==> config.mk <==
export PLATFORM = sky130hd
export DESIGN_NAME = game_ctrl
export DESIGN_NICKNAME = d
export VERILOG_FILES = /design/src/rtl/game_pkg.sv /design/src/rtl/game_ctrl_rise_detect.sv /design/src/rtl/game_ctrl.sv
export SDC_FILE = /design/constraint.sdc
export NUM_CORES = 1
export LEC_CHECK = 0
export ABC_AREA = 1
export BUFFER_PORTS_ARGS = -buffer_cell sky130_fd_sc_hd__buf_2
export CAP_MARGIN = 15
export CORE_ASPECT_RATIO = 0.9
export CORE_UTILIZATION = 32
export DETAILED_ROUTE_END_ITERATION = 12
export SLEW_MARGIN = 20
export SYNTH_ARGS = -nofsm -noshare
export SYNTH_HDL_FRONTEND = slang
export SYNTH_SLANG_ARGS = --single-unit
==> constraint.sdc <==
create_clock -name clk -period 1.9 [get_ports clk]
set_clock_uncertainty 0.05 [all_clocks]
set_input_delay 0.38 -clock clk [delete_from_list [all_inputs] [get_ports clk]]
set_output_delay 0.38 -clock clk [all_outputs]
set_load 0.005 [all_outputs]
==> src/rtl/game_pkg.sv <==
// Shared types and default tuning constants for the game sequencer.
package game_pkg;

  typedef enum logic [1:0] {
    IDLE = 2'd0,
    PLAY = 2'd1,
    HIT  = 2'd2,
    OVER = 2'd3
  } game_state_e;

  localparam int SCORE_W_DEF     = 16;
  localparam int HIT_FRAMES_DEF  = 60;
  localparam int OVER_FRAMES_DEF = 120;
  localparam int FLASH_SH_DEF    = 3;
  localparam int FCNT_W          = 8;

endpackage

==> src/rtl/game_ctrl_rise_detect.sv <==
// Single-bit rising-edge detector with a configurable delay-flop reset value.
module rise_detect #(
  parameter logic RST_VAL = 1'b0
) (
  input  logic clk,
  input  logic rst_n,
  input  logic d_i,
  output logic rise_o
);

  logic d_q;

  always_ff @(posedge clk or negedge rst_n) begin
    if (!rst_n) d_q <= RST_VAL;
    else        d_q <= d_i;
  end

  assign rise_o = d_i & ~d_q;

endmodule

==> src/rtl/game_ctrl.sv <==
// Game flow sequencer: IDLE/PLAY/HIT/OVER, scoring and barry control.
module game_ctrl
  import game_pkg::*;
#(
  parameter int SCORE_W     = SCORE_W_DEF,
  parameter int HIT_FRAMES  = HIT_FRAMES_DEF,
  parameter int OVER_FRAMES = OVER_FRAMES_DEF,
  parameter int FLASH_SH    = FLASH_SH_DEF
) (
  input  logic               clk,
  input  logic               reset,
  input  logic               start_btn,
  input  logic               fly_btn,
  input  logic               frame_tick,
  input  logic               collide,
  output logic               barry_rst,
  output logic               barry_in,
  output logic               scroll_en,
  output logic [SCORE_W-1:0] score,
  output logic [SCORE_W-1:0] high_score,
  output logic [1:0]         state_o,
  output logic               hit_flash,
  output logic               game_over
);

  localparam logic [FCNT_W-1:0]  HIT_LAST  = FCNT_W'(HIT_FRAMES - 1);
  localparam logic [FCNT_W-1:0]  OVER_LAST = FCNT_W'(OVER_FRAMES);
  localparam logic [FCNT_W-1:0]  FCNT_ONE  = FCNT_W'(1);
  localparam logic [SCORE_W-1:0] SCORE_ONE = SCORE_W'(1);

  game_state_e        state_q;
  logic [FCNT_W-1:0]  fcnt_q;
  logic [FCNT_W-1:0]  fcnt_inc;
  logic [SCORE_W-1:0] score_q;
  logic [SCORE_W-1:0] high_q;
  logic               barry_rst_q;
  logic               barry_in_q;
  logic               scroll_q;
  logic               flash_q;
  logic               over_q;
  logic               start_rise;

  // Delay flop resets high so a button held through reset gives no edge
  rise_detect #(.RST_VAL(1'b1)) u_start_rise (
    .clk    (clk),
    .rst_n  (reset),
    .d_i    (start_btn),
    .rise_o (start_rise)
  );

  assign fcnt_inc = fcnt_q + FCNT_ONE;

  always_ff @(posedge clk or negedge reset) begin
    if (!reset) begin
      state_q     <= IDLE;
      fcnt_q      <= '0;
      score_q     <= '0;
      high_q      <= '0;
      barry_rst_q <= 1'b1;
      barry_in_q  <= 1'b0;
      scroll_q    <= 1'b0;
      flash_q     <= 1'b0;
      over_q      <= 1'b0;
    end else begin
      unique case (state_q)
        IDLE: begin
          if (start_rise) begin
            state_q     <= PLAY;
            score_q     <= '0;
            fcnt_q      <= '0;
            barry_rst_q <= 1'b0;
            scroll_q    <= 1'b1;
            barry_in_q  <= fly_btn;
          end
        end
        PLAY: begin
          if (collide) begin
            state_q    <= HIT;
            fcnt_q     <= '0;
            scroll_q   <= 1'b0;
            barry_in_q <= 1'b0;
            flash_q    <= 1'b0;
          end else begin
            barry_in_q <= fly_btn;
            if (frame_tick && score_q != '1)
              score_q <= score_q + SCORE_ONE;
          end
        end
        HIT: begin
          if (frame_tick) begin
            if (fcnt_q == HIT_LAST) begin
              state_q <= OVER;
              fcnt_q  <= '0;
              flash_q <= 1'b0;
              over_q  <= 1'b1;
              if (score_q > high_q)
                high_q <= score_q;
            end else begin
              fcnt_q  <= fcnt_inc;
              flash_q <= fcnt_inc[FLASH_SH];
            end
          end
        end
        OVER: begin
          if (frame_tick && fcnt_q != OVER_LAST)
            fcnt_q <= fcnt_inc;
          // Early presses are dropped, not remembered
          if (start_rise && fcnt_q == OVER_LAST) begin
            state_q     <= IDLE;
            barry_rst_q <= 1'b1;
            over_q      <= 1'b0;
          end
        end
        default: state_q <= IDLE;
      endcase
    end
  end

  assign state_o    = state_q;
  assign score      = score_q;
  assign high_score = high_q;
  assign barry_rst  = barry_rst_q;
  assign barry_in   = barry_in_q;
  assign scroll_en  = scroll_q;
  assign hit_flash  = flash_q;
  assign game_over  = over_q;

endmodule
# After elaboration in Yosys (flattened, before gate mapping)
# Index checks and enable logic that the tools add are counted.
[word_totals]
ff_bits = 48
input_bits = 6
wordCells = 79
[classes]
add_sub_neg = 2
n_lt_le_gt_ge = 1
n_eq_ne = 15
muxes = 32
n_bitwise = 2
n_reduce_logical = 17
[ops]
columns = ["operator", "count"]
rows = [
  ["two-way mux 16 bit", 3],
  ["two-way mux 8 bit", 5],
  ["one-hot mux 16 bit (2 select lines)", 1],
  ["one-hot mux 8 bit (4 select lines)", 1],
  ["adder 16 x 1 -> 16 bit, second input constant", 1],
  ["greater-than comparator 16 bit", 1],
  ["inequality test 16 bit, second input constant", 1],
  ["inequality test 2 bit, second input constant", 8],
  ["AND reduction 4 bit", 4],
  ["two-way mux 1 bit", 11],
  ["two-way mux 2 bit", 5],
  ["one-hot mux 1 bit (2 select lines)", 5],
  ["AND reduction 3 bit", 3],
  ["adder 8 x 1 -> 8 bit, second input constant", 1],
  ["equality test 8 x 6 -> 1 bit, second input constant", 1],
  ["equality test 8 x 7 -> 1 bit, second input constant", 1],
  ["inequality test 8 x 7 -> 1 bit, second input constant", 1],
  ["one-hot mux 2 bit (4 select lines)", 1],
  ["nonzero test 2 bit", 4],
  ["AND reduction 5 bit", 1],
  ["equality test 2 bit, second input constant", 2],
  ["logical AND 1 bit", 3],
  ["equality test 2 x 1 -> 1 bit, second input constant", 1],
  ["zero test 2 bit", 1],
  ["other kinds (3)", 3],
]

# Logic depth before layout (Yosys ltp)
# Gate-level depths: netlist of run 1.
[logic_depth]
depth_word = 5
depth_mapped = 12
ltp_nobuf = 11

# Cells and area by module
# From an unflattened synthesis of run 1, not the netlist that was laid out.
[hier_totals]
cells_unflattened = 446
hier_area_um2 = 3221.8
[by_module_without_submodules]
columns = ["mod", "n_inst", "cells_each", "area_per_inst_um2"]
rows = [
  ["game_ctrl", 1, 443, 3185.6],
  ["rise_detect", 1, 3, 36.3],
]

# Least setup slack after synthesis of run 1
# Ideal clock, no wire load.
[synth_path]
kind = "flip-flop to flip-flop"
from = "reg state_q[0], in the netlist state_o[0]"
to = "reg high_q[5], in the netlist high_score[5]"
setup_ns = 0.117
arrival_ns = 1.609
required_ns = 1.733
path_slack_ns = 0.124
path_stages_with_launch = 10
n_path_buf = 2
synth_period_minus_slack_ns = 1.776
path_cell_list = "dfrtp_1 -> inv_1 -> ha_1 -> clkbuf_1 -> nand4_2 -> nor2_4 -> nand2_4 -> buf_6 -> nand2_1 -> nand2_1"
[synth_between]
elab_chain_len = 2
[synth_rtl]
columns = ["item", "line_no", "source"]
rows = [
  ["from (decl)", "game_ctrl.sv:31", "game_state_e state_q;"],
  ["from (signal assigned)", "game_ctrl.sv:55", "state_q <= IDLE;"],
  ["from (signal assigned)", "game_ctrl.sv:68", "state_q <= PLAY;"],
  ["from (signal assigned)", "game_ctrl.sv:78", "state_q <= HIT;"],
  ["equality test 2 bit", "game_ctrl.sv:65", "unique case (state_q)"],
  ["AND reduction 4 bit (no source line)", "-", ""],
  ["to (signal assigned)", "game_ctrl.sv:97", "high_q <= score_q;"],
  ["to (decl)", "game_ctrl.sv:35", "logic [SCORE_W-1:0] high_q;"],
]
# No other way between the ends.
# A chain may end at the register's enable or synchronous reset.

# Worst setup path after layout of run 1
[layout_path]
from = "reg high_q[11], in the netlist high_score[11]"
to = "reg high_q[8], in the netlist high_score[8]"
[layout_between]
elab_chain_len = 2
[layout_rtl]
columns = ["item", "line_no", "source"]
rows = [
  ["greater-than comparator 16 bit", "game_ctrl.sv:96", "if (score_q > high_q)"],
  ["AND reduction 4 bit (no source line)", "-", ""],
]
# No other way between the ends.

==> impl_metrics.prom, run 1 <==
# TYPE chip_impl_metric gauge
chip_impl_metric{name="yosys_warnings",unit=""} 0
chip_impl_metric{name="post_drt_via_cell_ratio",unit=""} 4.66
chip_impl_metric{name="drv.max_cap_violation_count",unit=""} 0
chip_impl_metric{name="worstRegToRegCells",unit=""} 11
chip_impl_metric{name="power.density_cell_area",unit="nW/µm²"} 818
chip_impl_metric{name="met3_usage",unit="%"} 2.62
chip_impl_info{name="top_usage_layer",value="met2"} 1
chip_impl_metric{name="largest_net_degree_at_the_start_of_global_routing",unit=""} 21
chip_impl_metric{name="initial_utilization",unit="%"} 32.8
chip_impl_metric{name="crit_buf_inv",unit=""} 3
chip_impl_info{name="hold_end",value="u_start_rise.d_q"} 1
chip_impl_metric{name="die_footprint",unit="µm²"} 10300
chip_impl_info{name="timing.critical_path.max_delay_family",value="simple AND/OR/NAND/NOR gates"} 1
chip_impl_info{name="rr_startpoint",value="high_score[11]"} 1
chip_impl_metric{name="power.share.switching",unit="%"} 39.0
chip_impl_metric{name="h-tree-depth",unit=""} 2
chip_impl_info{name="layout_common_cells",value="sky130_fd_sc_hd__nand2_1 (155), sky130_fd_sc_hd__dfrtp_1 (46), sky130_fd_sc_hd__buf_2 (44)"} 1
chip_impl_info{name="post_synth_main_area_contributors",value="sky130_fd_sc_hd__dfrtp_1 (36%), sky130_fd_sc_hd__nand2_1 (19%), sky130_fd_sc_hd__ha_1 (9.1%), sky130_fd_sc_hd__inv_1 (5.3%), sky130_fd_sc_hd__nand3_1 (5.2%)"} 1
chip_impl_metric{name="ys_seq_area_share",unit="%"} 38.0
chip_impl_info{name="synth.largest_area_cell",value="sky130_fd_sc_hd__dfrtp_1"} 1
chip_impl_metric{name="max-clock-path-buffers",unit=""} 2
chip_impl_info{name="cts_tree",value="yes"} 1
chip_impl_info{name="cts-root-buf",value="sky130_fd_sc_hd__clkbuf_8"} 1
chip_impl_info{name="rsz0062_at_grt",value="true"} 1
chip_impl_metric{name="total_length_of_routed_wires",unit="mm"} 8.38
chip_impl_metric{name="numCtsBuffers",unit=""} 5
chip_impl_metric{name="holdPathStages",unit=""} 1
chip_impl_info{name="regToRegEndpoint",value="high_score[8]"} 1
chip_impl_metric{name="multi_input_area",unit="µm²"} 1890
chip_impl_metric{name="final_max_slew_viol_count",unit=""} 0
chip_impl_metric{name="layout.filler_cells",unit=""} 964
chip_impl_metric{name="worst_hold_slack",unit="ps"} 147
chip_impl_metric{name="first_iter_violations",unit=""} 121
chip_impl_metric{name="cp_data_arrival_time",unit="ps"} 2030
chip_impl_metric{name="grt.overflow.total",unit=""} 0
chip_impl_metric{name="rows",unit=""} 34
chip_impl_metric{name="met2_usage",unit="%"} 28.9
chip_impl_info{name="critical_path.endpoint_type",value="flip-flop"} 1
chip_impl_metric{name="finalWorstPathRequiredPeriod",unit="ps"} 1870
chip_impl_info{name="crit_path_top_delay_cell",value="sky130_fd_sc_hd__dfrtp_1"} 1
chip_impl_metric{name="worst_slew_margin_rel",unit="%"} 67.5
chip_impl_metric{name="buffer_ports.inserted",unit=""} 44
chip_impl_metric{name="finalWeightedCongestion",unit=""} 0.885
chip_impl_info{name="hold_path.startpoint",value="start_btn"} 1
chip_impl_metric{name="dieWidth",unit="µm"} 107
chip_impl_metric{name="post_drt_wl_per_cell",unit="µm"} 12.8
chip_impl_metric{name="drt-pass1-iter-count",unit=""} 4
chip_impl_metric{name="final.period_utilization",unit="%"} 98.5
chip_impl_metric{name="synth_cells",unit=""} 434
chip_impl_metric{name="netlist-cell-type-count",unit=""} 35
chip_impl_metric{name="grt_pass1_wl",unit="mm"} 13.2
chip_impl_metric{name="finish.net_count",unit=""} 554
chip_impl_metric{name="clk_pin_slew",unit="ps"} 90
chip_impl_metric{name="timing.setup.tns",unit="ps"} 0
chip_impl_metric{name="clock_sinks",unit=""} 48
chip_impl_metric{name="floorplan.die.height",unit="µm"} 96.4
chip_impl_metric{name="instances_no_fill",unit=""} 652
chip_impl_metric{name="synth.cell_area",unit="µm²"} 3170
chip_impl_metric{name="synth.avg_cell_area",unit="µm²"} 7.30
chip_impl_metric{name="place.detailed.hpwl",unit="mm"} 6.15
chip_impl_metric{name="p_clk_share",unit="%"} 22.0
chip_impl_metric{name="place_inst",unit=""} 631
chip_impl_metric{name="core_area",unit="µm²"} 9660
chip_impl_metric{name="total_switching_power",unit="µW"} 1340
chip_impl_metric{name="synth_edf_count",unit=""} 0
chip_impl_metric{name="insertion_delay",unit="ps"} 310
chip_impl_info{name="synthFlopType",value="sky130_fd_sc_hd__dfrtp_1"} 1
chip_impl_info{name="critical_path.startpoint_type",value="flip-flop"} 1
chip_impl_metric{name="timing_worst_slew_pin_value",unit="ps"} 487
chip_impl_metric{name="number_of_global_route_vias_before_repair",unit=""} 2853
chip_impl_metric{name="achievable-frequency",unit="MHz"} 534
chip_impl_metric{name="antenna_found_initial",unit=""} 0
chip_impl_metric{name="sequentialPowerShare",unit="%"} 34.5
chip_impl_metric{name="groute.usage.overall",unit="%"} 16.4
chip_impl_metric{name="synthArstFlopShare",unit="%"} 100
chip_impl_info{name="final_common_cell",value="sky130_fd_sc_hd__nand2_1"} 1
chip_impl_metric{name="internal_power",unit="µW"} 2100
chip_impl_metric{name="diodes",unit=""} 0
chip_impl_metric{name="via_count",unit=""} 3037
chip_impl_metric{name="final-hold-violation-count",unit=""} 0
chip_impl_metric{name="layout.area.seq",unit="µm²"} 1200
chip_impl_info{name="criticalPathCategory",value="flip-flop to flip-flop"} 1
chip_impl_metric{name="power_frac_comb",unit="%"} 43.4
chip_impl_metric{name="syn2layout_area_growth",unit="%"} 32.4
chip_impl_metric{name="flops_latches_synth",unit=""} 48
chip_impl_metric{name="cp_max_fo",unit=""} 6
chip_impl_metric{name="gr-usage-met1",unit="%"} 21.0
chip_impl_metric{name="critPathRequiredTime",unit="ps"} 2060
chip_impl_metric{name="static-leakage-power",unit="µW"} 0.00222
chip_impl_metric{name="drc",unit=""} 0
chip_impl_metric{name="postSynthNetCount",unit=""} 463
chip_impl_metric{name="drive_gt1_share",unit="%"} 29.1
chip_impl_metric{name="route.antenna.remaining_nets",unit=""} 0
chip_impl_metric{name="peakVddDrop",unit="mV"} 0.801
chip_impl_metric{name="num_io_pins",unit=""} 45
chip_impl_info{name="crit_path_cell_trace",value="inv_1 -> ha_4 -> nand2_2 -> inv_1 -> nand2_1 -> nand2_2 -> a21oi_4 -> nand3_4 -> clkbuf_16 -> nand3_1 -> nand2_1"} 1
chip_impl_metric{name="synth.top_cell.area_share",unit="%"} 36.3
chip_impl_info{name="run_status",value="finished, final reports clean"} 1
chip_impl_metric{name="crit_path_max_incr_delay",unit="ps"} 400
chip_impl_info{name="hold_removal_path_class",value="input port to flip-flop"} 1
chip_impl_metric{name="timing.final.setup_violations",unit=""} 0
chip_impl_metric{name="timing.reg2reg.setup_slack",unit="ps"} 30
[final cells by class]
class	instances	area share, %
clock buffers	6	1.73
clock inverters	2	0.835
inverters	52	4.65
multi-input cells	325	45.0
flip-flops and latches	48	28.7
well taps	126	3.76
repair buffers	93	15.4
[flip-flops by register name, indices dropped and copies added, names as in the netlist]
signal / cells
barry_rst: 1
u_start_rise.d_q: 1
state_o: 2
hit_flash: 1
game_over: 1
barry_in: 1
high_score: 16
fcnt_q: 8
score: 16
scroll_en: 1
[logic make-up (layout without fill, tap and decap cells)]
logic type                 after synthesis  after routing  share of synthesized area (%)
xor gates and xnor gates                13             13                           3.59
adders and majority gates               23             23                           9.08
buffers and inverters                   62            153                           8.29
AOI/OAI and AO/OA                       29             29                           5.33
DFF                                     48             48                           38.0
and+or+nand+nor                        259            260                           35.7
[worst register-to-register path, cell delays in order, from the launching register on]
cell and delay (ps):
sky130_fd_sc_hd__dfrtp_1 400, sky130_fd_sc_hd__inv_1 90, sky130_fd_sc_hd__ha_4 200, sky130_fd_sc_hd__nand2_2 90, sky130_fd_sc_hd__inv_1 40, sky130_fd_sc_hd__nand2_1 70, sky130_fd_sc_hd__nand2_2 70, sky130_fd_sc_hd__a21oi_4 200
sky130_fd_sc_hd__nand3_4 190, sky130_fd_sc_hd__clkbuf_16 210, sky130_fd_sc_hd__nand3_1 80, sky130_fd_sc_hd__nand2_1 60
[worst max path at each step]
stage / to / slack (ps) / from / cells after the start
detailed placement: high_score[9] / 20 / high_score[15] / 11
CTS: high_score[9] / 10 / high_score[15] / 10
global route: high_score[12] / -80 / score[9] / 10
floorplan: high_score[5] / 120 / state_o[0] / 9
finish: high_score[8] / 30 / high_score[11] / 11
global placement: high_score[9] / 40 / high_score[15] / 11
[repair_timing]
| item | in CTS | in global routing |
|---|---|---|
| resized for setup | 3 | 36 |
| hold buffers | 1 | 0 |
| buffers inserted | 0 | 10 |
| cloned | 0 | 2 |
| endpoints found under the hold margin | 17 | 0 |
| setup endpoints to repair | 1 | 34 |
| pin swaps | 0 | 11 |
[stage by stage]
stage | instance area, µm² | power [µW] | util, % | setup WS (ps)
finish | 4200 | 3430 | 43.4 | 28.3
global route | 4200 | 3680 | 43.4 | -78.6
CTS | 3900 | 3350 | 40.3 | 10.9
detailed placement | 3770 | 2570 | 39.0 | 16.9
global placement | 3770 | 2560 | 39.0 | 35.4
floorplan | 3170 | 2060 | - | 124
[per-layer routing]
layer  up-vias  share of wire, %
met5         -                 0
met4         0              0.81
met3         9               3.5
met2        57                48
met1      1423                47
li1       1548                 -
[Yosys cell counts, drive strengths merged, types with 2 or more instances]
master	instances
a21oi	8
nand2	168
nand3	35
dfrtp	46
nor3	5
ha	23
o21ai	18
xor2	12
dfstp	2
inv	52
clkbuf	3
buf	7
nand4	13
nor2	35
[power by group through the flow]
stage               Sequential (µW)  Clock (µW)  Combinational (µW)
floorplan                      1210           0                 851
global placement               1200           0                1360
detailed placement             1200           0                1370
CTS                            1180         786                1380
global route                   1200         828                1660
finish                         1190         756                1490
Power figures use the tool's default switching activity.
==> inputs of run 2 (changes only) <==
- CTS_BUF_LIST: unset -> sky130_fd_sc_hd__clkbuf_8 sky130_fd_sc_hd__clkbuf_16
==> impl_metrics.prom, run 2 (synthesis gave the netlist of run 1 again) <==
# TYPE chip_impl_metric gauge
chip_impl_metric{name="critPathRequiredTime",unit="ps"} 2060
chip_impl_metric{name="final.period_utilization",unit="%"} 98.5
chip_impl_metric{name="rows",unit=""} 34
chip_impl_info{name="rr_startpoint",value="high_score[11]"} 1
chip_impl_metric{name="grt.overflow.total",unit=""} 0
chip_impl_metric{name="cp_data_arrival_time",unit="ps"} 2030
chip_impl_metric{name="total_length_of_routed_wires",unit="mm"} 8.38
chip_impl_metric{name="worstRegToRegCells",unit=""} 11
chip_impl_info{name="regToRegEndpoint",value="high_score[8]"} 1
chip_impl_metric{name="post_drt_wl_per_cell",unit="µm"} 12.8
chip_impl_metric{name="finish.net_count",unit=""} 554
chip_impl_metric{name="dieWidth",unit="µm"} 107
chip_impl_metric{name="buffer_ports.inserted",unit=""} 44
chip_impl_metric{name="initial_utilization",unit="%"} 32.8
chip_impl_metric{name="final-hold-violation-count",unit=""} 0
chip_impl_metric{name="drive_gt1_share",unit="%"} 29.1
chip_impl_metric{name="number_of_global_route_vias_before_repair",unit=""} 2853
chip_impl_metric{name="num_io_pins",unit=""} 45
chip_impl_metric{name="timing_worst_slew_pin_value",unit="ps"} 487
chip_impl_info{name="criticalPathCategory",value="flip-flop to flip-flop"} 1
chip_impl_metric{name="timing.setup.tns",unit="ps"} 0
chip_impl_metric{name="cp_max_fo",unit=""} 6
chip_impl_metric{name="numCtsBuffers",unit=""} 5
chip_impl_metric{name="h-tree-depth",unit=""} 2
chip_impl_metric{name="place_inst",unit=""} 631
chip_impl_metric{name="finish.instance_area",unit="µm²"} 4200
chip_impl_metric{name="clock_sinks",unit=""} 48
chip_impl_info{name="hold_removal_path_class",value="input port to flip-flop"} 1
chip_impl_info{name="crit_path_end",value="high_score[8]"} 1
chip_impl_metric{name="grt_pass1_wl",unit="mm"} 13.2
chip_impl_metric{name="achievable-frequency",unit="MHz"} 534
chip_impl_metric{name="finalWeightedCongestion",unit=""} 0.885
chip_impl_metric{name="largest_net_degree_at_the_start_of_global_routing",unit=""} 21
chip_impl_metric{name="first_iter_violations",unit=""} 121
chip_impl_metric{name="max-clock-path-buffers",unit=""} 2
chip_impl_metric{name="floorplan.die.height",unit="µm"} 96.4
chip_impl_metric{name="placed_cell_area",unit="µm²"} 3770
chip_impl_metric{name="timing.reg2reg.setup_slack",unit="ps"} 30
chip_impl_metric{name="finalWorstPathRequiredPeriod",unit="ps"} 1870
chip_impl_metric{name="instances_no_fill",unit=""} 652
chip_impl_metric{name="drc",unit=""} 0
chip_impl_info{name="critical_path.startpoint_type",value="flip-flop"} 1
chip_impl_metric{name="holdPathStages",unit=""} 1
chip_impl_metric{name="via_count",unit=""} 3041
chip_impl_metric{name="insertion_delay",unit="ps"} 310
chip_impl_metric{name="setup_slack",unit="ps"} 28.3
chip_impl_metric{name="clk_pin_slew",unit="ps"} 90
chip_impl_metric{name="static-leakage-power",unit="µW"} 0.00222
chip_impl_metric{name="drv.max_cap_violation_count",unit=""} 0
chip_impl_metric{name="post_drt_via_cell_ratio",unit=""} 4.66
chip_impl_metric{name="syn2layout_area_growth",unit="%"} 32.4
chip_impl_metric{name="groute.usage.overall",unit="%"} 16.4
chip_impl_info{name="run_status",value="finished, final reports clean"} 1
chip_impl_metric{name="route.antenna.remaining_nets",unit=""} 0
chip_impl_info{name="worst_setup_path_startpoint",value="high_score[11]"} 1
chip_impl_metric{name="drt-pass1-iter-count",unit=""} 4
chip_impl_info{name="final_common_cell",value="sky130_fd_sc_hd__nand2_1"} 1
chip_impl_metric{name="peakVddDrop",unit="mV"} 0.801
chip_impl_metric{name="power.density_cell_area",unit="nW/µm²"} 817
chip_impl_metric{name="detailedPlace.worstSlack",unit="ps"} 16.9
chip_impl_metric{name="worst_slew_margin_rel",unit="%"} 67.5
chip_impl_metric{name="final_max_slew_viol_count",unit=""} 0
chip_impl_info{name="cts_tree",value="yes"} 1
chip_impl_metric{name="diodes",unit=""} 0
chip_impl_info{name="rsz0062_at_grt",value="true"} 1
chip_impl_info{name="critical_path.endpoint_type",value="flip-flop"} 1
chip_impl_metric{name="die_footprint",unit="µm²"} 10300
chip_impl_metric{name="place.detailed.hpwl",unit="mm"} 6.15
chip_impl_metric{name="timing.final.setup_violations",unit=""} 0
chip_impl_metric{name="core_area",unit="µm²"} 9660
chip_impl_info{name="cts-root-buf",value="sky130_fd_sc_hd__clkbuf_8"} 1
chip_impl_info{name="layout_common_cells",value="sky130_fd_sc_hd__nand2_1 (155), sky130_fd_sc_hd__dfrtp_1 (46), sky130_fd_sc_hd__inv_1 (44), sky130_fd_sc_hd__buf_2 (44), sky130_fd_sc_hd__buf_4 (43)"} 1
chip_impl_metric{name="antenna_found_initial",unit=""} 0
==> run 2: cell count changes in the layout (fill, tap and decap cells not counted), sizes merged <==
cell	before	now
clkbuf	7	6
inv	52	53
==> run 2: critical path: stages (launching register included) <==
cell and delay (ps):
sky130_fd_sc_hd__dfrtp_1 400, sky130_fd_sc_hd__inv_1 90, sky130_fd_sc_hd__ha_4 200, sky130_fd_sc_hd__nand2_2 90, sky130_fd_sc_hd__inv_1 40, sky130_fd_sc_hd__nand2_1 70, sky130_fd_sc_hd__nand2_2 70, sky130_fd_sc_hd__a21oi_4 200
sky130_fd_sc_hd__nand3_4 190, sky130_fd_sc_hd__clkbuf_16 210, sky130_fd_sc_hd__nand3_1 80, sky130_fd_sc_hd__nand2_1 60
==> run 2: through the flow <==
step	util (%)	power, µW	hold slack [ps]
2_1_floorplan	-	2060	34.4
3_3_place_gp	39.0	2560	316
3_5_place_dp	39.0	2570	326
4_1_cts	40.3	3350	131
5_1_grt	43.4	3680	133
6_report	43.4	3430	147
==> run 2: worst min path at each step <==
stage / start / endpoint / slack (ps)
5_1_grt: start_btn / u_start_rise.d_q / 130
3_5_place_dp: reset / score[9] / 330
4_1_cts: start_btn / u_start_rise.d_q / 130
3_3_place_gp: reset / score[9] / 320
6_report: start_btn / u_start_rise.d_q / 150
2_1_floorplan: reset / barry_in / 30
==> run 2: final cells by class <==
cell class	count	area, µm²
sequential	48	1200
tap	126	158
inverter	52	195
fill	964	5460
multi-input combinational	325	1890
clock buffer	5	68.8
clock inverter	3	38.8
timing repair buffer	93	644
==> run 2: what timing repair did <==
item                                   4_1_cts  5_1_grt
setup endpoints to repair                    1       34
pin swaps                                    0       11
endpoints found under the hold margin       17        0
gates resized for setup                      3       36
cloned                                       0        2
setup buffers                                0       10
hold buffers                                 1        0
==> run 2: per-layer routing <==
layer  track usage (%)  vias to the layer above  share of wire [%]
met4              4.68                        0               0.81
li1                  -                     1548                  -
met2              28.9                       57                 48
met5                 0                        -                  0
met3              2.62                        9                3.4
met1              21.0                     1427                 47
==> run 2: power breakdown <==
group          internal (µW)  switching (µW)  total (µW)
registers               1110            74.9        1190
clock network            386             365         751
logic                    593             898        1490
total                   2090            1340        3430
==> inputs of run 3 (changes only) <==
- clock period: 1.9 -> 2.3 ns (I/O delays scaled with it)
==> impl_metrics.prom, run 3 (synthesis gave the netlist of run 1 again) <==
# TYPE chip_impl_metric gauge
chip_impl_metric{name="dieWidth",unit="µm"} 107
chip_impl_metric{name="cp_max_fo",unit=""} 13
chip_impl_metric{name="grt_pass1_wl",unit="mm"} 12.9
chip_impl_metric{name="clock_sinks",unit=""} 48
chip_impl_metric{name="die_footprint",unit="µm²"} 10300
chip_impl_metric{name="finalWorstPathRequiredPeriod",unit="ps"} 2050
chip_impl_info{name="final_common_cell",value="sky130_fd_sc_hd__nand2_1"} 1
chip_impl_metric{name="achievable-frequency",unit="MHz"} 487
chip_impl_metric{name="floorplan.die.height",unit="µm"} 96.4
chip_impl_metric{name="power.density_cell_area",unit="nW/µm²"} 685
chip_impl_info{name="cts_tree",value="yes"} 1
chip_impl_metric{name="layout.filler_cells",unit=""} 988
chip_impl_metric{name="critPathRequiredTime",unit="ps"} 2450
chip_impl_metric{name="final.period_utilization",unit="%"} 89.3
chip_impl_metric{name="drt-pass1-iter-count",unit=""} 4
chip_impl_metric{name="via_count",unit=""} 2818
chip_impl_metric{name="antenna_found_initial",unit=""} 0
chip_impl_metric{name="initial_utilization",unit="%"} 32.8
chip_impl_metric{name="multi_input_area",unit="µm²"} 1700
chip_impl_metric{name="post_drt_via_cell_ratio",unit=""} 4.58
chip_impl_metric{name="rows",unit=""} 34
chip_impl_metric{name="groute.usage.overall",unit="%"} 15.8
chip_impl_metric{name="timing.setup.tns",unit="ps"} 0
chip_impl_metric{name="diodes",unit=""} 0
chip_impl_metric{name="max-clock-path-buffers",unit=""} 2
chip_impl_metric{name="drv.max_cap_violation_count",unit=""} 0
chip_impl_metric{name="worstRegToRegCells",unit=""} 10
chip_impl_metric{name="cp_data_arrival_time",unit="ps"} 2200
chip_impl_metric{name="peakVddDrop",unit="mV"} 0.631
chip_impl_metric{name="grt.overflow.total",unit=""} 0
chip_impl_metric{name="drc",unit=""} 0
chip_impl_metric{name="post_drt_wl_per_cell",unit="µm"} 12.1
chip_impl_metric{name="numCtsBuffers",unit=""} 5
chip_impl_info{name="critical_path.startpoint_type",value="flip-flop"} 1
chip_impl_metric{name="final-hold-violation-count",unit=""} 0
chip_impl_metric{name="first_iter_violations",unit=""} 123
chip_impl_info{name="hold_removal_path_class",value="input port to async pin"} 1
chip_impl_metric{name="clk_pin_slew",unit="ps"} 90
chip_impl_info{name="rsz0062_at_grt",value="false"} 1
chip_impl_metric{name="post_cts.resized_instances",unit=""} 0
chip_impl_metric{name="timing_worst_slew_pin_value",unit="ps"} 621
chip_impl_metric{name="route.antenna.remaining_nets",unit=""} 0
chip_impl_info{name="run_status",value="finished, final reports clean"} 1
chip_impl_metric{name="largest_net_degree_at_the_start_of_global_routing",unit=""} 49
chip_impl_metric{name="final_max_slew_viol_count",unit=""} 0
chip_impl_info{name="layout_common_cells",value="sky130_fd_sc_hd__nand2_1 (164), sky130_fd_sc_hd__dfrtp_1 (46), sky130_fd_sc_hd__inv_1 (45)"} 1
chip_impl_metric{name="syn2layout_area_growth",unit="%"} 16.0
chip_impl_info{name="criticalPathCategory",value="flip-flop to flip-flop"} 1
chip_impl_metric{name="total_power_after_layout",unit="µW"} 2520
chip_impl_metric{name="buffer_ports.inserted",unit=""} 44
chip_impl_metric{name="finish.net_count",unit=""} 517
chip_impl_metric{name="total_length_of_routed_wires",unit="mm"} 7.46
chip_impl_metric{name="layout.area.seq",unit="µm²"} 1200
chip_impl_info{name="critical_path.endpoint_type",value="flip-flop"} 1
chip_impl_metric{name="worst_slew_margin_rel",unit="%"} 58.6
chip_impl_metric{name="drive_gt1_share",unit="%"} 18.4
chip_impl_metric{name="number_of_global_route_vias_before_repair",unit=""} 2666
chip_impl_metric{name="place.detailed.hpwl",unit="mm"} 5.69
chip_impl_metric{name="num_io_pins",unit=""} 45
chip_impl_info{name="cts-root-buf",value="sky130_fd_sc_hd__clkbuf_8"} 1
chip_impl_metric{name="cts_hold_buffers",unit=""} 0
chip_impl_metric{name="timing.final.setup_violations",unit=""} 0
chip_impl_metric{name="timing.reg2reg.setup_slack",unit="ps"} 250
chip_impl_metric{name="core_area",unit="µm²"} 9660
chip_impl_metric{name="h-tree-depth",unit=""} 2
chip_impl_metric{name="finalWeightedCongestion",unit=""} 0.847
chip_impl_metric{name="worst_hold_slack",unit="ps"} 195
chip_impl_metric{name="static-leakage-power",unit="µW"} 0.00198
chip_impl_metric{name="postCtsSetupBuffers",unit=""} 0
chip_impl_metric{name="insertion_delay",unit="ps"} 300
## run 3: worst max-delay path: stages, from the launching register on
cell and delay [ps]:
sky130_fd_sc_hd__dfrtp_1 490, sky130_fd_sc_hd__ha_1 340, sky130_fd_sc_hd__nand2_1 80, sky130_fd_sc_hd__inv_1 40, sky130_fd_sc_hd__nand2_1 50, sky130_fd_sc_hd__nand2_1 50
sky130_fd_sc_hd__a21oi_1 250, sky130_fd_sc_hd__nand3_2 200, sky130_fd_sc_hd__buf_4 240, sky130_fd_sc_hd__nand3_1 80, sky130_fd_sc_hd__nand2_1 70
## run 3: power by group
| group | switching (µW) | internal, µW | total (µW) |
|---|---|---|---|
| registers | 70.2 | 917 | 988 |
| clock network | 295 | 244 | 539 |
| logic | 662 | 327 | 989 |
## run 3: stage by stage
step                      instances  utilization, %  setup slack [ps]  instance area, µm²
after global routing            615            38.0              51.0                3670
after floorplan                 434               -               524                3170
after CTS                       614            38.0               139                3670
after detailed placement        606            37.0               151                3570
final                           615            38.0               245                3670
after global placement          606            37.0               162                3570
## run 3: final cells by class
| class | instances | share of cell area, % |
|---|---|---|
| Clock buffer | 6 | 2.25 |
| Timing Repair Buffer | 57 | 8.65 |
| Multi-Input combinational cell | 324 | 46.3 |
| Inverter | 52 | 5.31 |
| Sequential cell | 48 | 32.8 |
| Tap cell | 126 | 4.29 |
| Clock inverter | 2 | 0.409 |
## run 3: worst paths after layout
path	end	from
max	high_score[3]	score[14]
max reg2reg	high_score[3]	score[14]
min	high_score[8]	reset
min reg2reg	game_over	game_over
min in group clk	u_start_rise.d_q	start_btn
max in group asynchronous	state_o[0]	reset
## run 3: metal layers
layer | global-route usage [%] | vias to the layer above | wire [µm]
li1 | - | 1479 | -
met2 | 26.8 | 62 | 3490
met4 | 3.77 | 0 | 104
met3 | 2.28 | 11 | 284
met1 | 21.5 | 1266 | 3570
met5 | 0 | - | 0
